`config.mk`:
```
export PLATFORM = sky130hd
export DESIGN_NAME = byte_demux_4
export DESIGN_NICKNAME = d
export VERILOG_FILES = /design/src/rtl/byte_demux_4.sv
export SDC_FILE = /design/constraint.sdc
export NUM_CORES = 1
export LEC_CHECK = 0
export BUFFER_PORTS_ARGS = -buffer_cell sky130_fd_sc_hd__buf_2
export CAP_MARGIN = 20
export CORE_ASPECT_RATIO = 2
export CORE_MARGIN = 5
export CORE_UTILIZATION = 58
export CTS_BUF_LIST = sky130_fd_sc_hd__clkbuf_8
export DETAILED_ROUTE_END_ITERATION = 10
export GPL_ROUTABILITY_DRIVEN = 0
export MAX_ROUTING_LAYER = met4
export PLACE_DENSITY = 0.79
export SLEW_MARGIN = 30
export SYNTH_ARGS = -nofsm -noshare
export SYNTH_HDL_FRONTEND = slang
export SYNTH_SLANG_ARGS = --single-unit
```
`constraint.sdc`:
```
create_clock -name i_clk -period 2.4 [get_ports i_clk]
set_clock_uncertainty 0.15 [all_clocks]
set_input_delay 0 -clock i_clk [delete_from_list [all_inputs] [get_ports i_clk]]
set_output_delay 0 -clock i_clk [all_outputs]
set_load 0.03 [all_outputs]
```
`src/rtl/byte_demux_4.sv`:
```
// rtl/byte_demux_4.sv - 1-to-4 byte lane demultiplexer and word assembler with a stall-able output register
module byte_demux_4 #(
    parameter int NBITS      = 32,
    parameter bit BIG_ENDIAN = 1'b1
) (
    input  logic                 i_clk,
    input  logic                 i_rst_n,
    input  logic [NBITS/4-1:0]   i_byte,
    input  logic                 i_valid,
    output logic                 o_ready,
    input  logic                 i_flush,
    output logic [NBITS-1:0]     o_word,
    output logic                 o_valid,
    input  logic                 i_ready,
    output logic [1:0]           o_lane,
    output logic                 o_busy
);

    localparam int LW = NBITS / 4;

    logic [NBITS-1:0] fill_q, fill_d;
    logic [1:0]       lane_q, lane_d;
    logic [NBITS-1:0] word_q, word_d;
    logic             valid_q, valid_d;

    logic [NBITS-1:0] merged;
    logic [1:0]       slot;
    logic             accept;

    // The completing byte waits only while the previous word is still undrained
    assign o_ready = i_rst_n && !i_flush && !(lane_q == 2'd3 && valid_q && !i_ready);
    assign accept  = i_valid && o_ready;

    // Fill register with the incoming byte written into its lane slot
    always_comb begin
        merged = fill_q;
        slot   = BIG_ENDIAN ? (2'd3 - lane_q) : lane_q;
        for (int k = 0; k < 4; k++) begin
            if (slot == 2'(k)) begin
                merged[k*LW +: LW] = i_byte;
            end
        end
    end

    // Next-state: drain, flush, byte accept and word completion
    always_comb begin
        fill_d  = fill_q;
        lane_d  = lane_q;
        word_d  = word_q;
        valid_d = valid_q;
        if (valid_q && i_ready) begin
            valid_d = 1'b0;
        end
        if (i_flush) begin
            fill_d = '0;
            lane_d = 2'd0;
        end else if (accept) begin
            if (lane_q == 2'd3) begin
                // Fill restarts from zero so the next word carries no stale lanes
                word_d  = merged;
                valid_d = 1'b1;
                fill_d  = '0;
                lane_d  = 2'd0;
            end else begin
                fill_d = merged;
                lane_d = lane_q + 2'd1;
            end
        end
    end

    // State registers with asynchronous active-low reset
    always_ff @(posedge i_clk or negedge i_rst_n) begin
        if (!i_rst_n) begin
            fill_q  <= '0;
            lane_q  <= 2'd0;
            word_q  <= '0;
            valid_q <= 1'b0;
        end else begin
            fill_q  <= fill_d;
            lane_q  <= lane_d;
            word_q  <= word_d;
            valid_q <= valid_d;
        end
    end

    assign o_word  = word_q;
    assign o_valid = valid_q;
    assign o_lane  = lane_q;
    assign o_busy  = (lane_q != 2'd0) || valid_q;

endmodule

```
== Word level (Yosys, flattened, before mapping) ==
Cells that the tools add are included.

* $add $sub $neg: 2
* Equal/unequal tests: 4
* Mux-type cells: 14
* Bitwise logic cells: 1
* Reductions and logical operators: 14

{| class="wikitable"
|+ Operator list
! operator !! count
|-
| $mux 32 || 3
|-
| $mux 8 || 4
|-
| $eq 2x2->1 const B || 3
|-
| $logic_and 1x1->1 || 6
|-
| $mux 2 || 3
|-
| $mux 1 || 4
|-
| $reduce_bool 2->1 || 2
|-
| $logic_not 1->1 || 3
|-
| $reduce_and 3->1 || 1
|-
| $add 2x1->2 const B || 1
|-
| $eq 2x1->1 const B || 1
|-
| $logic_not 2->1 || 1
|-
| $sub 2x2->2 const A || 1
|-
| $logic_or 1x1->1 || 1
|-
| $not 1->1 || 1
|}

* Bits in registers: 67

== Depth between registers and ports, before layout ==
* Depth after elaboration: 8
* Depth in mapped cells: 7
* Depth with buffers taken out: 5

== Worst setup path after synthesis ==
OpenSTA, ideal clock, no wires.

* Path type: register -> register
* Start: register lane_q[1], in the netlist o_lane[1]
* End: register word_q[0], in the netlist o_word[0]
* Setup time: 125 ps
* Arrival: 1,859 ps
* Required time: 2,125 ps
* Path slack: 266 ps
* Cell stages (with the launch flop): 7
* Cells stage by stage: dfrtp_1 ha_1 nand3b_1 and4_4 buf_6 buf_12 mux2_4

* Cells in the longest elaborated chain, start to end: 7

{| class="wikitable"
|+ RTL lines
! element !! RTL line !! source
|-
| start: declaration || 22 || <nowiki>logic [1:0] lane_q, lane_d;</nowiki>
|-
| start signal: assignment || 80 || <nowiki>lane_q <= lane_d;</nowiki>
|-
| $eq 2x2->1 || 31, 58 ||
|-
| $logic_and 1x1->1 (2 in a row) || 31 || <nowiki>assign o_ready = i_rst_n && !i_flush && !(lane_q == 2'd3 && valid_q && !i_ready);</nowiki>
|-
| $logic_not 1->1 || 31 ||
|-
| $logic_and 1x1->1 || 31 ||
|-
| $logic_and 1x1->1 || 32 || <nowiki>assign accept = i_valid && o_ready;</nowiki>
|-
| $reduce_and 3->1 (no source line) || n/a ||
|-
| end signal: assignment || 81 || <nowiki>word_q <= word_d;</nowiki>
|-
| end: declaration || 23 || <nowiki>logic [NBITS-1:0] word_q, word_d;</nowiki>
|}

Parallel ways exist; a longest one is shown, timed or not.
A chain may end at the register's enable or synchronous reset.

== Worst setup path after layout ==
* Start: register lane_q[1], in the netlist o_lane[1]
* End: register fill_q[21]

* Cells in the longest elaborated chain, start to end: 7

{| class="wikitable"
|+ RTL lines
! element !! RTL line !! source
|-
| parallel branches: the longest is 7 deep, another holds $sub 2x2->2 || n/a ||
|-
| end signal: assignment || 79 || <nowiki>fill_q <= fill_d;</nowiki>
|-
| end: declaration || 21 || <nowiki>logic [NBITS-1:0] fill_q, fill_d;</nowiki>
|}

Several ways; the timed one is not identified. The select of a mux whose other input is x is not followed.

==> run_results.csv <==
group,metric,value,unit
outcome,status,"completed",
final_layout,area_growth,18.9,%
route,drtPass1Iterations,4,
timing,fin_crit,1980,ps
timing,rsz0062_at_grt,"no",
final_layout,layout_common_cells,"dfrtp_1, buf_2, mux2_2, mux2_4, a22o_1",
clock_network,clk_latency,350,ps
synthesis,syn_inst,210,
timing,final_max_slew_viol_count,0,
synthesis,synth-xor-area-share,0,%
setup_path,cpLargestDelayFamily,"adder cells",
setup_path,slowest_delay,480,ps
synthesis,ys_seq_area_share,53.4,%
timing,hold_violations,0,
die,fp.coreArea,0.00533,mm2
timing,min_period_over_period,82.6,%
synthesis,synth_top_family_by_area,"multiplexers",
setup_path,startpoint_type,"flip-flop",
final_layout,diodes,0,
route,drt_wl_total,6380,um
pwr,peakVddDrop,0.586,mV
clock_network,cts_inserted_buffers,9,
setup_path,path_class,"reg -> reg",
route,vias_per_cell,5.70,
grt,grt_use_total,20.6,%
placed_design,portBuffers,49,
setup_path,critPathRequiredTime,2480,ps
timing,tns,0,ps
synthesis,syn_nets,227,
grt,grt_pass1_wl,10400,um
setup_path,cp-end-kind,"flip-flop",
route,vias,1951,
final_layout,layout-drive-gt1-share,51.8,%
route,ant_nets,0,
grt,antenna_found_initial,0,
final_layout,final_common_cell,"dfrtp_1",
synthesis,syn_avg_cell_area,15.0,um2
route,wl_per_cell,18.7,um
pwr,p_per_area,609,mW/mm2
pwr,finalPower,0.00227,W
synthesis,synthAdderAreaFrac,1.59,%
clock_network,clockBufferDepth,2,
die,fp.dieH,114,um
grt,grt_max_degree,69,
die,die_area,0.00708,mm2
flow_run,cap_viol_max_count,0,
die,start_util,59.0,%
die,ioPinCount,50,
grt,grt_overflow,0,
clock_network,post_cts_buffers,0,
route,drcViolationCount,0,
clock_network,clkSlewWorstSetupHoldPaths,70,ps
clock_network,clockRootBuffer,"clkbuf_8",
die,die_w,62.0,um
timing,finalSetupViolations,0,
synthesis,synthMuxAreaShare,26.5,%
grt,grt_pass1_vias,2090,
hold_path,min_path_type,"in -> reg",
clock_network,htreeDepth,3,
placed_design,place_hpwl,4340,um
synthesis,synth-compound-area-share,8.37,%
setup_path,crit_slowest_cell,"ha_1",
setup_path,crit_arrival,2060,ps
synthesis,synth_area,0.00314,mm2
die,placementRows,38,
timing,max_freq,0.504,GHz
clock_network,cts.sinks,67,
pwr,p_leak,1.97,nW
final_layout,fin_nets,294,
setup_path,path_cells,"inv_1 -> ha_1 -> or2_2 -> a31oi_1 -> buf_4 -> a22o_1",
synthesis,synth_seq_cells,67,
setup_path,path_buf_inv,2,
timing,slew_headroom,46.1,%
setup_path,cp_max_fo,11,
route,drtIter0Drc,93,
synthesis,synth-simple-area-share,5.50,%
timing,tightest_slew,809,ps
clock_network,cts_tree,"yes",
synthesis,yosysUniqueCellTypes,25,
synthesis,yosysWarnings,0,
[worst reg2reg max path, cell delays in order (launching register included)]
cell and delay [ps]:
dfrtp_1 430, inv_1 120, ha_1 480, or2_2 200, a31oi_1 70, buf_4 180, a22o_1 240
[stage by stage]
| step | utilization, % | worst slack (ps) | area, um2 | hold slack, ps | cells |
|---|---|---|---|---|---|
| 4_1_cts | 70.1 | 357 | 3730 | 22.3 | 342 |
| 3_5_place_dp | 64.3 | 442 | 3420 | 130 | 315 |
| 6_report | 70.1 | 417 | 3730 | 33.6 | 342 |
| 3_3_place_gp | 64.3 | 498 | 3420 | 119 | 315 |
| 5_1_grt | 70.1 | 229 | 3730 | 51.3 | 342 |
| 2_1_floorplan | - | 266 | 3140 | -446 | 210 |
[registers in the layout, summed over array words and instances (netlist names)]
register	cells
o_valid	1
fill_q	32
o_word	32
o_lane	2
[where the power goes]
part           switching [W]  total [W]  internal [W]  leakage [nW]
clock               0.000456   0.000964      0.000508        0.0987
combinational      0.0000948   0.000162     0.0000674         0.939
sequential        0.00000780    0.00115       0.00114         0.932
total               0.000559    0.00227       0.00172          1.97
[cells by family after synthesis]
kind of cell	after synthesis
AO/OA/AOI/OAI	32
multiplexers	64
adder cells (fa/ha/maj)	4
AND/OR/NAND/NOR	27
buffers and inverters	16
flip-flops	67
[cell usage after synthesis, drive strengths merged]
cell	n	area, um2
a21o	2	17.5
a21oi	2	10.0
a22o	24	210
a31oi	4	25.0
and2	9	56.3
and3	4	25.0
and3b	2	18.8
and4	1	11.3
buf	9	115
clkbuf	5	22.5
dfrtp	67	1680
ha	4	50.1
inv	2	7.51
mux2	64	833
nand2	1	3.75
nand2b	2	12.5
nand3	3	15.0
nand3b	1	7.51
nor2	1	3.75
or2	3	18.8
[metal layers]
layer	share of wire, %	vias to the layer above	global-route usage [%]
met3	5.0	9	4.74
met2	49	64	30.3
met5	0	-	-
met4	1.6	0	7.08
met1	44	976	27.9
li1	-	902	-
[area by class of cell]
cell class              instances  area (um2)
clock inverters                 6        63.8
flip-flops and latches         67        1680
repair buffers                 70         455
well taps                      60        75.1
fillers                       381        1590
clock buffers                  10         138
inverters                       2        7.51
multi-input cells             127        1320
[final timing paths]
path	from	end	slack, ps	cells past startpoint
max in group asynchronous	i_rst_n	fill_q[7]	1280	3
hold / removal	i_valid	o_valid	30	4
setup reg to reg	o_lane[1]	fill_q[21]	420	6
min in group asynchronous	i_rst_n	o_word[12]	280	3
setup / recovery	o_lane[1]	fill_q[21]	420	6
hold reg to reg	fill_q[4]	fill_q[4]	340	1
[timing repair]
action	CTS	global route
endpoints found under the hold margin	110	0
hold buffers	11	0
gates resized for setup	0	0
Power figures use the tool's default switching activity.
